--- config.mk ---
export PLATFORM = sky130hd
export DESIGN_NAME = asynchronous_fifo_core_flat
export DESIGN_NICKNAME = d
export VERILOG_FILES = /design/src/rtl/asynchronous_fifo_core_if.sv /design/src/rtl/asynchronous_fifo_core.sv /design/src/flat_wrapper.sv
export SDC_FILE = /design/constraint.sdc
export NUM_CORES = 1
export LEC_CHECK = 0
export ABC_AREA = 1
export CORE_MARGIN = 2
export CORE_UTILIZATION = 35
export CTS_BUF_LIST = sky130_fd_sc_hd__clkbuf_4 sky130_fd_sc_hd__clkbuf_8 sky130_fd_sc_hd__clkbuf_16
export DETAILED_ROUTE_END_ITERATION = 8
export GPL_TIMING_DRIVEN = 0
export SYNTH_ARGS = -nofsm -noshare
export SYNTH_HDL_FRONTEND = slang
export SYNTH_SLANG_ARGS = --single-unit
--- constraint.sdc ---
create_clock -name wr_clk -period 5.65 [get_ports wr_clk]
set_clock_uncertainty 0.15 [all_clocks]
set_input_delay 0.565 -clock wr_clk [delete_from_list [all_inputs] [get_ports wr_clk]]
set_output_delay 0.565 -clock wr_clk [all_outputs]
set_load 0.005 [all_outputs]
--- src/rtl/asynchronous_fifo_core_if.sv ---
// Push/pop bundle for the FIFO core: writer-side request/data plus reader-side show-ahead data and status flags.
interface asynchronous_fifo_core_if #(
    parameter int FIFO_DATAWIDTH = 16
);
    // Handshake: a write is accepted at a clock edge iff wr_en=1 and full=0;
    // a pop is accepted iff rd_en=1 and empty=0. dout is the head word whenever
    // empty=0, so the consumer samples it before the edge on which it asserts rd_en.
    logic                      wr_en;
    logic [FIFO_DATAWIDTH-1:0] din;
    logic                      full;
    logic                      rd_en;
    logic [FIFO_DATAWIDTH-1:0] dout;
    logic                      empty;

    modport master (
        output wr_en,
        output din,
        output rd_en,
        input  full,
        input  dout,
        input  empty
    );

    modport slave (
        input  wr_en,
        input  din,
        input  rd_en,
        output full,
        output dout,
        output empty
    );
endinterface

--- src/rtl/asynchronous_fifo_core.sv ---
// Single-clock first-word-fall-through FIFO with wrap-bit pointers; rd_clk kept only for pin compatibility.
module asynchronous_fifo_core #(
    parameter int FIFO_ADDRWIDTH = 3,
    parameter int FIFO_DATAWIDTH = 16
) (
    input  logic                     wr_clk,
    input  logic                     rd_clk,
    input  logic                     rst,
    asynchronous_fifo_core_if.slave  fifo
);
    localparam int DEPTH = 1 << FIFO_ADDRWIDTH;
    localparam logic [FIFO_ADDRWIDTH:0] PTR_ONE = {{FIFO_ADDRWIDTH{1'b0}}, 1'b1};

    logic [FIFO_DATAWIDTH-1:0] mem [DEPTH];
    logic [FIFO_ADDRWIDTH:0]   wr_add;
    logic [FIFO_ADDRWIDTH:0]   rd_add;
    logic                      full_int;
    logic                      empty_int;
    logic                      do_write;
    logic                      do_read;
    logic                      unused_rd_clk;

    assign unused_rd_clk = rd_clk;

    // Equal pointers mean empty; same slot but opposite wrap bit means full.
    assign empty_int = (wr_add == rd_add);
    assign full_int  = (wr_add[FIFO_ADDRWIDTH-1:0] == rd_add[FIFO_ADDRWIDTH-1:0]) &&
                       (wr_add[FIFO_ADDRWIDTH] != rd_add[FIFO_ADDRWIDTH]);

    assign do_write = fifo.wr_en && !full_int;
    assign do_read  = fifo.rd_en && !empty_int;

    assign fifo.full  = full_int;
    assign fifo.empty = empty_int;
    assign fifo.dout  = mem[rd_add[FIFO_ADDRWIDTH-1:0]];

    always_ff @(posedge wr_clk) begin
        if (rst) begin
            wr_add <= '0;
            rd_add <= '0;
            for (int i = 0; i < DEPTH; i++) begin
                mem[i] <= '0;
            end
        end else begin
            if (do_write) begin
                mem[wr_add[FIFO_ADDRWIDTH-1:0]] <= fifo.din;
                wr_add <= wr_add + PTR_ONE;
            end
            if (do_read) begin
                rd_add <= rd_add + PTR_ONE;
            end
        end
    end
endmodule

--- src/flat_wrapper.sv ---
// flat-port wrapper written by rule: the top's interface ports become plain ports
module asynchronous_fifo_core_flat 
#(
    parameter int FIFO_ADDRWIDTH = 3,
    parameter int FIFO_DATAWIDTH = 16
)
  (wr_clk, rd_clk, rst, fifo_wr_en, fifo_din, fifo_rd_en, fifo_full, fifo_dout, fifo_empty);
  asynchronous_fifo_core_if #(.FIFO_DATAWIDTH(FIFO_DATAWIDTH)) fifo_i ();
  input  logic wr_clk;
  input  logic rd_clk;
  input  logic rst;
  input wire logic [$bits(fifo_i.wr_en)-1:0] fifo_wr_en;
  input wire logic [$bits(fifo_i.din)-1:0] fifo_din;
  input wire logic [$bits(fifo_i.rd_en)-1:0] fifo_rd_en;
  output wire logic [$bits(fifo_i.full)-1:0] fifo_full;
  output wire logic [$bits(fifo_i.dout)-1:0] fifo_dout;
  output wire logic [$bits(fifo_i.empty)-1:0] fifo_empty;
  assign fifo_i.wr_en = fifo_wr_en;
  assign fifo_i.din = fifo_din;
  assign fifo_i.rd_en = fifo_rd_en;
  assign fifo_full = fifo_i.full;
  assign fifo_dout = fifo_i.dout;
  assign fifo_empty = fifo_i.empty;
  asynchronous_fifo_core #(.FIFO_ADDRWIDTH(FIFO_ADDRWIDTH), .FIFO_DATAWIDTH(FIFO_DATAWIDTH)) u_core (.wr_clk(wr_clk), .rd_clk(rd_clk), .rst(rst), .fifo(fifo_i));
endmodule
==> impl_metrics.env <==
export IMPL_outcome="complete, no violations"
export IMPL_finalCritPeriodShare=0.620
export IMPL_ys_dominant_reg_cell="edfxtp_1"
export IMPL_cts_buffers=17
export IMPL_post_drt_wl_per_cell_um=16.5
export IMPL_hpwlAfterDp_um=10700
export IMPL_cp_max_fo=10
export IMPL_ant_nets=0
export IMPL_dr_first_iter_drc_count=338
export IMPL_root_buffer="clkbuf_16"
export IMPL_fillCellCount=1728
export IMPL_synth_cell_types=25
export IMPL_fin_nets=734
export IMPL_p_per_area_nw_per_um2=354
export IMPL_path_clk_slew_ns=0.06
export IMPL_syn_area_sq_um=6330
export IMPL_maxCapViolations=0
export IMPL_worst_slew_margin_rel=0.448
export IMPL_cts_setup_buffers=0
export IMPL_synth_seq_cells=139
export IMPL_grt_pass1_wl_um=24700
export IMPL_core_area_sq_um=17800
export IMPL_crit_required_ns=4.93
export IMPL_arrival_ns=2.79
export IMPL_die_y_um=139
export IMPL_grt_pass1_vias=4598
export IMPL_gp_congestion=0.824
export IMPL_die_w_um=139
export IMPL_fmax_mhz=285
export IMPL_numPortBuffers=37
export IMPL_async_reset_ff_frac=0
export IMPL_htreeDepth=4
export IMPL_totalWireLength_um=15700
export IMPL_final_cell_mix="227 x nor2_1, 128 x edfxtp_1, 86 x o21ai_0"
export IMPL_grt_max_degree=17
export IMPL_synth_cells=655
export IMPL_rsz0062_at_grt="no"
export IMPL_num_rows=49
export IMPL_setup_viol=0
export IMPL_finalPower_mw=2.68
export IMPL_path_class="register to output pin"
export IMPL_num_vias=4657
export IMPL_antenna_found_initial=0
export IMPL_ir_drop_mv=0.245
export IMPL_post_cts_resized=0
export IMPL_setup_tns_ns=0
export IMPL_gr_max_usage_layer="met2"
export IMPL_syn_area_per_cell_sq_um=9.67
export IMPL_hp_class="register to register"
export IMPL_io_pins=39
export IMPL_clock_path_buffers=2
export IMPL_power_leakage_nw=3.03
export IMPL_endpoint_kind="output pin"
export IMPL_start_kind="register"
export IMPL_ctsHoldBuffers=0
export IMPL_final_common_cell="nor2_1"
export IMPL_synth_edf_count=128
export IMPL_drc=0
export IMPL_yosysWarnings=0
export IMPL_dr_pass1_iters=5
export IMPL_vias_per_cell=4.89
export IMPL_seq_area_frac_synth=0.642
export IMPL_use_met2=0.273
export IMPL_die_area_sq_um=19200
export IMPL_antenna_cells=0
export IMPL_clock_sinks=139
export IMPL_areaGrowthSynthToFinish_pct=19.4
export IMPL_clock_latency_ns=0.42
export IMPL_drive_gt1_frac=0.0953
export IMPL_cts_tree="built"
export IMPL_worstMarginPinSlew_ns=0.826
export IMPL_grt_usage=0.171
export IMPL_hold_viol=0
export IMPL_met1_usage=0.225
export IMPL_use_met3=0.0457
export IMPL_syn_nets=678
export IMPL_grt_ovfl_total=0
export IMPL_fin_crit_ns=3.50
export IMPL_initial_core_util=0.355
export IMPL_slew_violations=0
-- state kept, by name, indices dropped and copies added, names as in the netlist, named ones only --
register,count
u_core.mem,128
u_core.rd_add,4
u_core.wr_add,4
-- synth_stat cells (2+ instances only) --
| cell | number | area (sq um) |
|---|---|---|
| nor2_1 | 227 | 852 |
| edfxtp_1 | 128 | 3840 |
| o21ai_0 | 86 | 430 |
| nand2_1 | 79 | 297 |
| inv_1 | 30 | 113 |
| clkbuf_1 | 17 | 63.8 |
| buf_2 | 11 | 55.1 |
| dfxtp_1 | 11 | 220 |
| o21ai_1 | 10 | 50.1 |
| nand3_1 | 9 | 45.0 |
| nor2_2 | 9 | 56.3 |
| a21oi_1 | 8 | 40.0 |
| nand4_2 | 6 | 75.1 |
| buf_1 | 4 | 15.0 |
| inv_2 | 3 | 11.3 |
| nand2_2 | 3 | 18.8 |
| nor3_1 | 3 | 15.0 |
| buf_6 | 2 | 22.5 |
| ha_1 | 2 | 25.0 |
| nand4_4 | 2 | 42.5 |
-- report_power, final --
part           leakage, nW  switching [mW]  internal (mW)
Sequential            1.42          0.0163           1.17
Combinational         1.34           0.260          0.144
Clock                0.271           0.438          0.647
-- per-stage QoR --
step | hold slack, ns | instance area (sq um) | util | worst slack, ns | cells
2_1_floorplan | 0.306 | 6330 | - | 3.48 | 655
3_3_place_gp | 0.323 | 6990 | 0.392 | 2.46 | 921
3_5_place_dp | 0.339 | 6990 | 0.392 | 2.42 | 921
4_1_cts | 0.346 | 7560 | 0.424 | 2.14 | 953
5_1_grt | 0.381 | 7560 | 0.424 | 1.98 | 953
6_report | 0.345 | 7560 | 0.424 | 2.15 | 953
-- path summary, 6_finish.rpt --
path | endpoint | from | slack [ns] | cells after the start
setup / recovery | fifo_dout[4] | register | 2.15 | 7
hold / removal | u_core.wr_add[3] | u_core.wr_add[3] | 0.34 | 2
setup reg to reg | u_core.mem[2][15] | u_core.wr_add[1] | 3.07 | 8
hold reg to reg | u_core.wr_add[3] | u_core.wr_add[3] | 0.34 | 2
-- final cells by class --
| class | count | area (sq um) | area share |
|---|---|---|---|
| flip-flops and latches | 139 | 4060 | 0.537 |
| multi-input cells | 446 | 1960 | 0.260 |
| clock buffers | 17 | 425 | 0.0563 |
| repair buffers | 37 | 370 | 0.0490 |
| well taps | 229 | 287 | 0.0379 |
| plain buffers | 35 | 171 | 0.0227 |
| clock inverters | 15 | 148 | 0.0195 |
| inverters | 35 | 134 | 0.0177 |
-- critical path, cell delays in order (launching register included) --
cell and delay (ns):
dfxtp_1 0.31, clkbuf_1 0.42, clkbuf_1 0.44, o21ai_0 0.15, o21ai_0 0.30, nand2_1 0.08
nand2_1 0.13, clkdlybuf4s50_1 0.52
-- logic make-up (layout without fill, tap and decap cells) --
family                     after synthesis  count (layout)  synth area share
and+or+nand+nor                        340             340             0.224
DFF                                    139             139             0.642
AOI/OAI and AO/OA                      104             104            0.0822
buffers and inverters                   70             139            0.0482
adders and majority gates                2               2           0.00395
-- routing by layer --
layer / part of all wire / wire length (um)
met1: 0.46 / 7230
met2: 0.47 / 7440
met3: 0.049 / 768
met4: 0.020 / 310
met5: 0 / 0
Power figures use the tool's default switching activity.
